$ cat config.mk
export PLATFORM = sky130hd
export DESIGN_NAME = regfile_wb_arbiter
export DESIGN_NICKNAME = d
export VERILOG_FILES = /design/src/rtl/regfile_wb_arbiter.sv
export SDC_FILE = /design/constraint.sdc
export NUM_CORES = 1
export LEC_CHECK = 0
export CORE_ASPECT_RATIO = 1.5
export CORE_MARGIN = 2
export CORE_UTILIZATION = 30
export DETAILED_ROUTE_END_ITERATION = 6
export DONT_BUFFER_PORTS = 1
export SYNTH_ARGS = -nofsm -noshare
export SYNTH_HDL_FRONTEND = slang
export SYNTH_SLANG_ARGS = --single-unit
export TNS_END_PERCENT = 20
$ cat constraint.sdc
create_clock -name clk -period 5.25 [get_ports clk]
set_clock_uncertainty 0.2 [all_clocks]
set_input_delay 0.525 -clock clk [delete_from_list [all_inputs] [get_ports clk]]
set_output_delay 0.525 -clock clk [all_outputs]
set_load 0.005 [all_outputs]
$ cat src/rtl/regfile_wb_arbiter.sv
// Round-robin arbiter sharing the register bank's single write port between the ALU and LSU,
// plus a per-register pending-write scoreboard that drives the decode busy vector.
module regfile_wb_arbiter #(
  parameter int NUM_REGS = 16,
  parameter int IDX_W    = 4,
  parameter int DATA_W   = 32,
  parameter int CNT_W    = 2
) (
  input  logic              clk,
  input  logic              i_rst_sync_n,
  input  logic              i_alu_valid,
  output logic              o_alu_ready,
  input  logic [IDX_W-1:0]  i_alu_index,
  input  logic [DATA_W-1:0] i_alu_data,
  input  logic              i_lsu_valid,
  output logic              o_lsu_ready,
  input  logic [IDX_W-1:0]  i_lsu_index,
  input  logic [DATA_W-1:0] i_lsu_data,
  input  logic              i_reserve_en,
  input  logic [IDX_W-1:0]  i_reserve_index,
  output logic              o_rf_write_en,
  output logic [IDX_W-1:0]  o_rf_write_index,
  output logic [DATA_W-1:0] o_rf_write,
  output logic [NUM_REGS-1:0] o_busy,
  output logic              o_sb_error
);

  localparam logic [CNT_W-1:0] CNT_MAX = '1;

  logic                w_grant_alu;
  logic                w_grant_lsu;
  logic                w_xfer;
  logic [IDX_W-1:0]    w_sel_index;
  logic [DATA_W-1:0]   w_sel_data;
  logic                r_last_grant;  // 0 = ALU, 1 = LSU
  logic                r_wr_en;
  logic [IDX_W-1:0]    r_wr_index;
  logic [DATA_W-1:0]   r_wr_data;
  logic                r_sb_error;
  logic [NUM_REGS-1:0] w_busy;
  logic [NUM_REGS-1:0] w_err;

  always_comb begin
    w_grant_alu = 1'b0;
    w_grant_lsu = 1'b0;
    if (i_rst_sync_n) begin
      if (i_alu_valid && i_lsu_valid) begin
        w_grant_alu = r_last_grant;
        w_grant_lsu = !r_last_grant;
      end else begin
        w_grant_alu = i_alu_valid;
        w_grant_lsu = i_lsu_valid;
      end
    end
  end

  assign w_xfer      = w_grant_alu | w_grant_lsu;
  assign w_sel_index = w_grant_lsu ? i_lsu_index : i_alu_index;
  assign w_sel_data  = w_grant_lsu ? i_lsu_data  : i_alu_data;

  always_ff @(posedge clk) begin
    if (!i_rst_sync_n) begin
      r_wr_en      <= 1'b0;
      r_wr_index   <= '0;
      r_wr_data    <= '0;
      r_last_grant <= 1'b1;
    end else if (w_xfer) begin
      // Writes to r0 still handshake but never reach the bank or the scoreboard.
      r_wr_en      <= (w_sel_index != '0);
      r_wr_index   <= w_sel_index;
      r_wr_data    <= w_sel_data;
      r_last_grant <= w_grant_lsu;
    end else begin
      r_wr_en <= 1'b0;
    end
  end

  assign w_busy[0] = 1'b0;
  assign w_err[0]  = 1'b0;

  genvar gi;
  generate
    for (gi = 1; gi < NUM_REGS; gi++) begin : g_sb
      logic             w_inc;
      logic             w_dec;
      logic             w_err_bit;
      logic [CNT_W-1:0] w_cnt_next;
      logic [CNT_W-1:0] r_cnt;
      logic             r_busy;

      assign w_inc = i_reserve_en && (i_reserve_index == IDX_W'(gi));
      assign w_dec = r_wr_en && (r_wr_index == IDX_W'(gi));

      always_comb begin
        w_cnt_next = r_cnt;
        w_err_bit  = 1'b0;
        if (w_inc && !w_dec) begin
          if (r_cnt == CNT_MAX) w_err_bit = 1'b1;
          else                  w_cnt_next = r_cnt + 1'b1;
        end else if (w_dec && !w_inc) begin
          if (r_cnt == '0) w_err_bit = 1'b1;
          else             w_cnt_next = r_cnt - 1'b1;
        end
      end

      always_ff @(posedge clk) begin
        if (!i_rst_sync_n) begin
          r_cnt  <= '0;
          r_busy <= 1'b0;
        end else begin
          r_cnt  <= w_cnt_next;
          r_busy <= (w_cnt_next != '0);
        end
      end

      assign w_busy[gi] = r_busy;
      assign w_err[gi]  = w_err_bit;
    end
  endgenerate

  always_ff @(posedge clk) begin
    if (!i_rst_sync_n) r_sb_error <= 1'b0;
    else if (|w_err)   r_sb_error <= 1'b1;
  end

  assign o_alu_ready      = w_grant_alu;
  assign o_lsu_ready      = w_grant_lsu;
  assign o_rf_write_en    = r_wr_en;
  assign o_rf_write_index = r_wr_index;
  assign o_rf_write       = r_wr_data;
  assign o_busy           = w_busy;
  assign o_sb_error       = r_sb_error;

endmodule
==> results of run 1 <==
==> cell usage after synthesis (2+ instances only) <==
master	instances	area (µm²)
dfxtp_1	84	1680
a211oi_1	50	375
nor2_1	47	176
mux2i_1	36	360
clkbuf_1	30	113
o21ai_0	30	150
nand2_1	25	93.8
o211ai_1	19	143
nand2b_1	18	113
a21oi_1	17	85.1
buf_4	17	128
nand3b_1	17	128
a2111oi_0	15	131
a31oi_1	13	81.3
and3_1	12	75.1
nand3_1	8	40.0
or2_2	8	50.1
or2_1	7	43.8
and2_1	5	31.3
and3b_1	4	35.0
buf_1	4	15.0
buf_2	4	20.0
inv_1	4	15.0
nor2b_1	4	25.0
o2111a_1	4	45.0
a211o_1	3	26.3
a21boi_0	3	22.5
and4b_1	3	30.0
nand4_1	3	18.8
nor3b_1	3	22.5
o2111ai_1	3	26.3
o32a_1	3	30.0
a2111oi_2	2	30.0
a41oi_1	2	17.5
buf_6	2	22.5
nor4_1	2	12.5
o21a_1	2	15.0
or3_1	2	12.5
==> sequential cells by signal (all words and copies together) (netlist names) <==
register,flops
o_sb_error,1
o_rf_write_en,1
o_rf_write,32
o_rf_write_index,4
g_sb.r_cnt,30
g_sb.r_busy,15
r_last_grant,1
==> power groups by stage <==
stage / Sequential (W) / Clock (W) / Combinational, W
2_1_floorplan: 0.000702 / 0 / 0.000122
3_3_place_gp: 0.000718 / 0 / 0.000126
3_5_place_dp: 0.000718 / 0 / 0.000131
4_1_cts: 0.000705 / 0.000716 / 0.000131
5_1_grt: 0.000709 / 0.000743 / 0.000145
6_report: 0.000705 / 0.000696 / 0.000131
==> worst max path at each step <==
stage | end | cells after the start
after floorplan | o_sb_error | 7
after global placement | o_sb_error | 5
after detailed placement | o_sb_error | 5
after CTS | o_sb_error | 5
after global routing | o_sb_error | 5
final | o_sb_error | 5
==> per-stage QoR <==
stage	instances	area [µm²]	utilization, %
2_1_floorplan	530	4570	-
3_3_place_gp	674	4550	30.3
3_5_place_dp	674	4550	30.3
4_1_cts	690	4870	32.5
5_1_grt	690	4870	32.5
6_report	690	4870	32.5
==> routing by layer <==
layer,GRT usage (%),wire [µm]
met3,4.94,1040
met5,0,0
met1,16.5,4810
met4,8.38,390
met2,29.1,6880
==> final cells by class <==
type	instances	area, µm²
Clock buffer	10	239
Inverter	4	15.0
Sequential cell	84	1680
Fill cell	1614	10100
Clock inverter	6	87.6
Multi-Input combinational cell	385	2580
Tap cell	199	249
Timing Repair Buffer	2	15.0
==> cells by family (layout without fill, tap and decap cells) <==
kind of cell	Yosys count	in the layout	synth area share, %
AND/OR/NAND/NOR	175	175	21.3
AO/OA/AOI/OAI	173	173	27.2
flip-flops	84	84	36.8
buffers and inverters	61	22	6.84
multiplexers	36	36	7.88
other	1	1	0.0820
==> metrics.cfg, run 1 <==
[clock_tree]
cts_buffer_depth=2
post_cts_buffers=0
cts-root-buf=clkbuf_16
clk_latency_ns=0.34
cts_sinks=84
cts_tree=yes
path_clk_slew_ns=0.06
ctsResizeCount=0
cts_hold_buffers=0
cts_made_buffers=9
h-tree-depth=3

[pwr]
swShare_pct=25.0
power_w=0.00153
ir_drop_mv=0.149
cellLeakagePower_nw=1.75
switchingPower_w=0.000383
power_frac_clock_pct=45.4
seq_power_share_pct=46.0
power_frac_comb_pct=8.6
power.density_mw_per_mm2=315
internal_power_w=0.00115

[global_routing]
track_usage_pct=16.1
grt_pass1_wl_mm=20.3
grt_pass1_vias=3857
antenna_found_initial=0
grt_overflow=0
grt_max_degree=75

[setup_path]
crit_fanout=10
regToRegSetupSlack_ns=2.61
setup.worst_path.start=o_rf_write_index[3]
cp-end-kind=flop
cp-start-kind=flop
crit_path_top_delay_cell=nor2b_1
cp_cell_sequence=nor2b_1 > a211oi_1 > a2111oi_2 > nand4_1 > o41a_1
r2r-start=o_rf_write_index[3]
worstPathRequired_ns=5.28
crit_arrival_ns=2.67
r2r_end=o_sb_error
cp_num_buf_inv=0
r2r.worst_path.cells=5
critPathTopFamily=compound AO/OA/AOI/OAI gates
cpPeakStageDelay_ns=0.62
critPathKind=reg -> reg

[die]
die_y_um=155
core_mm2=0.0150
floorplan.die.width_um=105
rows=55
start_util_pct=30.5
ios=137
die-area_mm2=0.0163

[worst_hold_path]
min_from=i_rst_sync_n
whs_endpoint=r_last_grant
hold_depth=1
hp-class=in -> reg

[synth]
syn_area_per_cell_um2=8.63
synth_seq_cells=84
syn_area_mm2=0.00457
synth_cell_types=53
synth_edf_count=0
synth_nets=611
synth_cells=530
synth-main-ff-cell=dfxtp_1
async_reset_ff_share_pct=0
yosysWarnings=0
seq_area_frac_synth_pct=36.8

[place]
portBuffers=0
post-place-ws_ns=2.61
gp_congestion=0.824
hpwlAfterDp_mm=9.83

[layout]
final_common_cell=dfxtp_1
area_growth_syn_to_layout_pct=6.51
drive_above_1_share_pct=6.52
fin_nets=567
layout_common_cells=dfxtp_1 (84), a211oi_1 (50), nor2_1 (47)
n_antenna_cell=0

[timing]
grt_setup_unrepaired=false
worstMarginPinSlew_ns=1.16
final-hold-violation-count=0
max_freq_mhz=379
post-route-period-util_pct=50.3
whs_ns=0.0520
setup_violations=0
layout_min_cycle_time_ns=2.64
final.setup.worst_slack_ns=2.61
slew_headroom_pct=22.5
drv_slew=0
finalSetupTns_ns=0

[routing]
wl_per_cell_um=19.0
drt-total-wl_mm=13.1
post-route-drc-count=0
drt.antenna.violating_nets=0
via_per_inst=5.75
drt-pass1-iter-count=4
drtIter0Drc=161
num_vias=3968

[run]
maxCapViolCount=0

[status]
status=completed

Power figures use the tool's default switching activity.
==> inputs of run 2 (changes only) <==
- ABC_AREA: default -> 1
- clock period: 5.25 -> 2.1 ns (I/O delays scaled with it)
==> metrics.cfg, run 2 <==
[synth]
seq_area_frac_synth_pct=37.2
async_reset_ff_share_pct=0
synth.most_common_cell=nand2_1
yosysWarnings=0
syn_area_per_cell_um2=6.72
synth_edf_count=0
synth-main-ff-cell=dfxtp_1
synth.largest_area_cell=dfxtp_1
synth_nets=754
yosys.area.top_type_share_pct=37.2
synth_cells=673
synth_seq_cells=84
syn_area_mm2=0.00452
yosys-top-cells-area=dfxtp_1 (37%), nand2_1 (13%), nor2_1 (11%)
synth_cell_types=29
synthTopCellsByCount=nand2_1 (152), nor2_1 (132), dfxtp_1 (84)

[routing]
drt-pass1-iter-count=5
num_vias=4567
drtIter0Drc=221
drt.antenna.violating_nets=0
drt-total-wl_mm=13.0
wl_per_cell_um=14.0
post-route-drc-count=0
via_per_inst=4.93

[timing]
setup_violations=0
slew_headroom_pct=45.0
layout_min_cycle_time_ns=1.96
max_freq_mhz=509
grt_setup_unrepaired=false
finalSetupTns_ns=0
post-route-period-util_pct=93.5
worstMarginPinSlew_ns=0.825
drv_slew=0
final-hold-violation-count=0

[pwr]
power.density_mw_per_mm2=695
ir_drop_mv=0.357
cellLeakagePower_nw=2.25

[layout]
multi_input_area_mm2=0.00236
final_common_cell=nand2_1
stdcell_area_mm2=0.00565
n_antenna_cell=0
largest_reg_flops=32
layout_common_cells=nand2_1 (151), nor2_1 (132), dfxtp_1 (83)
area_growth_syn_to_layout_pct=25.0
fin_nets=803
seqCellArea_mm2=0.00168
drive_above_1_share_pct=5.36
fillers=1546

[global_routing]
met1_usage_pct=17.1
top_usage_layer=met2
use_met3_pct=4.68
antenna_found_initial=0
grt_overflow=0
grt_max_degree=66
grt_pass1_wl_mm=21.1
use_met2_pct=30.1
track_usage_pct=16.3
grt_pass1_vias=4449

[setup_path]
r2r.worst_path.cells=6
worstPathRequired_ns=2.10
r2r-start=r_last_grant
cp-start-kind=flop
cp_num_buf_inv=2
cpPeakStageDelay_ns=0.59
critPathKind=reg -> reg
r2r_end=o_rf_write_en
regToRegSetupSlack_ns=0.14
setup.worst_path.start=r_last_grant
crit_fanout=42
cp_cell_sequence=nand2_1 > nand3_1 > buf_12 > mux2i_1 > dlygate4sd3_1 > a41oi_1
crit_path_top_delay_cell=dlygate4sd3_1
critPathTopFamily=buffers and inverters
crit_arrival_ns=1.97
cp-end-kind=flop

[clock_tree]
h-tree-depth=3
clk_latency_ns=0.34
post_cts_buffers=0
path_clk_slew_ns=0.07
cts-root-buf=clkbuf_16
cts_made_buffers=9
cts_tree=yes
cts_buffer_depth=2
cts_sinks=84

[die]
floorplan.die.width_um=104
start_util_pct=30.3
die-area_mm2=0.0161
core_mm2=0.0149
ios=137
die_y_um=154
rows=55

[worst_hold_path]
min_from=i_lsu_index[2]
hold_depth=3
hp-class=in -> reg
whs_endpoint=o_rf_write_index[2]

[place]
place_area_mm2=0.00462
gp_congestion=0.853
portBuffers=0
hpwlAfterDp_mm=8.96

[status]
status=completed

[run]
maxCapViolCount=0

## run 2: layer usage
metal	vias up	wire, µm
met4	0	291
met2	176	6640
met3	21	965
met5	-	0
li1	2337	-
met1	2033	5100
## run 2: worst max-delay path by stage
| stage | endpoint | slack, ns | depth (start not counted) |
|---|---|---|---|
| after floorplan | o_sb_error | 0.51 | 9 |
| after global placement | o_sb_error | 0.15 | 9 |
| after detailed placement | o_sb_error | 0.14 | 9 |
| after CTS | o_rf_write[29] | 0.02 | 4 |
| after global routing | o_sb_error | 0.01 | 9 |
| final | o_rf_write_en | 0.14 | 6 |
## run 2: cells by family (layout without fill, tap and decap cells)
kind of cell	after synthesis	in the layout	synth area share, %
AOI/OAI and AO/OA	129	129	19.5
buffers and inverters	104	158	10.8
DFF	84	84	37.2
muxes	1	1	0.221
other	1	1	0.0829
and+or+nand+nor	354	354	32.3
## run 2: power by group
group / total [W] / switching [W] / internal [W]
Sequential: 0.00176 / 0.0000845 / 0.00168
Clock: 0.00167 / 0.000676 / 0.000989
Combinational: 0.000497 / 0.000274 / 0.000223
Total: 0.00393 / 0.00103 / 0.00289
## run 2: layout make-up
type / count / share of cell area, %
clock inverters: 5 / 1.04
inverters: 63 / 4.18
flip-flops and latches: 84 / 29.8
multi-input cells: 485 / 41.8
well taps: 199 / 4.41
repair buffers: 79 / 14.3
clock buffers: 11 / 4.47
## run 2: timing repair
item / in CTS / in global routing
hold buffers: 71 / 0
gates resized for setup: 0 / 4
endpoints found under the setup margin: 0 / 26
endpoints found under the hold margin: 47 / 0
## run 2: stage by stage
| stage | hold WS, ns | util (%) | cells | setup WS, ns | total power (W) |
|---|---|---|---|---|---|
| global route | 0.0623 | 37.8 | 926 | 0.0124 | 0.00412 |
| finish | 0.0389 | 37.8 | 926 | 0.137 | 0.00393 |
| CTS | 0.0207 | 37.8 | 926 | 0.0180 | 0.00396 |
| floorplan | 0.139 | - | 673 | 0.512 | 0.00208 |
| detailed placement | 0.128 | 30.9 | 839 | 0.144 | 0.00217 |
| global placement | 0.114 | 30.9 | 839 | 0.146 | 0.00217 |
## run 2: worst reg2reg max path: cells and delay by family, from the launching register on
family	cells	cell delay, ns
buffers and inverters	2	0.81
muxes	1	0.23
and+or+nand+nor	2	0.16
AOI/OAI and AO/OA	1	0.09
DFF	1	0.34
==> inputs of run 3 (changes only) <==
- GPL_TIMING_DRIVEN: default -> 0
- clock period: 2.1 -> 1.9 ns (I/O delays scaled with it)
==> metrics.cfg, run 3 (synthesized netlist as in run 2, its figures left out) <==
[global_routing]
grt_pass1_wl_mm=23.0
grt_overflow=0
track_usage_pct=17.9
grt_max_degree=14
antenna_found_initial=0
grt_pass1_vias=4756

[timing]
slew_headroom_pct=57.1
drv_slew=0
max_freq_mhz=564
final-hold-violation-count=0
post-route-period-util_pct=93.4
layout_min_cycle_time_ns=1.77
whs_ns=0.00286
final.setup.worst_slack_ns=0.125
setup_violations=0
worstMarginPinSlew_ns=0.644

[place]
post-place-ws_ns=-0.206
hpwlAfterDp_mm=10.1
portBuffers=0
gp_congestion=0.865

[clock_tree]
clk_latency_ns=0.34
path_clk_slew_ns=0.06
post_cts_buffers=0
cts_tree=yes
cts-root-buf=clkbuf_16
h-tree-depth=3
cts_sinks=84
cts_made_buffers=9
cts_buffer_depth=2

[routing]
drt.antenna.violating_nets=0
num_vias=4788
wl_per_cell_um=15.0
drt-total-wl_mm=14.4
drtIter0Drc=239
via_per_inst=4.99
drt-pass1-iter-count=5
post-route-drc-count=0

[pwr]
power.density_mw_per_mm2=729
cellLeakagePower_nw=2.37
ir_drop_mv=0.396

[layout]
drive_above_1_share_pct=10.4
n_antenna_cell=0
fillers=1545
largest_reg_flops=32
final_common_cell=nand2_1
seqCellArea_mm2=0.00169
area_growth_syn_to_layout_pct=29.5
multi_input_area_mm2=0.00241
fin_nets=836
layout_common_cells=nand2_1 (152), nor2_1 (122), dfxtp_1 (79)

[die]
floorplan.die.width_um=104
ios=137
core_mm2=0.0149
die_y_um=154
start_util_pct=30.3
die-area_mm2=0.0161
rows=55

[setup_path]
cp-start-kind=flop
worstPathRequired_ns=1.96
regToRegSetupSlack_ns=0.13
crit_fanout=10
cp_cell_sequence=clkbuf_4 > nand3_2 > nor2_2 > nand2_1 > nor2_1 > nor2_1 > nand2_1 > nor2_1 > a21oi_1
cpMostUsedCell=nor2_1
r2r_end=o_sb_error
cpPeakStageDelay_ns=0.42
cp_num_buf_inv=1
critPathKind=reg -> reg
cp-end-kind=flop
r2r.worst_path.cells=9
crit_cells=9
crit_path_top_delay_cell=dfxtp_2
crit_arrival_ns=1.84
r2r-start=o_rf_write_en
critPathTopFamily=simple AND/OR/NAND/NOR gates

[run]
maxCapViolCount=0

[worst_hold_path]
min_from=i_rst_sync_n
hold_depth=3
hp-class=in -> reg
whs_endpoint=g_sb[5].r_cnt[0]

[status]
status=completed

-- run 3: cell types whose count changed in the layout (fill, tap and decap cells not counted), sizes merged --
cell | previous run | this run
buf | 8 | 25
clkbuf | 11 | 28
bufinv | 1 | 0
dlygate4sd3 | 70 | 71
dlymetal6s2s | 0 | 1
dlymetal6s4s | 1 | 0
inv | 64 | 63
-- run 3: report_power, final --
group	leakage, nW	total (W)	internal (W)	switching (W)
sequential	0.689	0.00196	0.00186	0.0000988
clock	0.138	0.00172	0.000992	0.000727
combinational	1.54	0.000594	0.000257	0.000337
-- run 3: layout make-up --
cell class,instances,area share (%)
plain buffers,41,4.55
clock buffers,13,4.61
clock inverters,3,0.342
inverters,63,4.04
multi-input cells,485,41.2
flip-flops and latches,84,28.9
well taps,199,4.25
repair buffers,71,12.1
-- run 3: layer usage --
layer	GRT usage, %	wire length [µm]	vias up
met3	4.93	979	21
met5	0	0	-
met1	18.3	5500	2153
met4	7.21	339	0
li1	-	-	2407
met2	34.1	7560	207
-- run 3: worst max-delay path by stage --
stage | slack (ns) | endpoint | from
finish | 0.13 | o_sb_error | o_rf_write_en
global route | -0.0006 | g_sb[14].r_cnt[0] | o_rf_write_en
CTS | -0.006 | g_sb[13].r_busy | o_rf_write_en
detailed placement | -0.21 | g_sb[13].r_busy | o_rf_write_en
global placement | -0.20 | g_sb[13].r_busy | o_rf_write_en
floorplan | 0.31 | o_sb_error | o_rf_write_index[0]
-- run 3: worst reg2reg max path, stage by stage (launching register included) --
cell,delay [ns]
dfxtp_2,0.42
clkbuf_4,0.24
nand3_2,0.17
nor2_2,0.14
nand2_1,0.14
nor2_1,0.12
nor2_1,0.06
nand2_1,0.06
nor2_1,0.04
a21oi_1,0.12
-- run 3: through the flow --
stage	TNS [ns]	power, W	area (µm²)	instances	utilization [%]
after global routing	-0.000588	0.00447	5860	959	39.2
after detailed placement	-0.940	0.00243	4770	872	32.0
final	0	0.00427	5860	959	39.2
after floorplan	0	0.00230	4520	673	-
after global placement	-0.856	0.00243	4770	872	32.0
after CTS	-0.00601	0.00430	5790	959	38.7
-- run 3: repair_timing --
action / CTS / global route
hold buffers: 71 / 0
gates resized for setup: 6 / 29
endpoints found under the hold margin: 38 / 0
setup endpoints to repair: 18 / 45
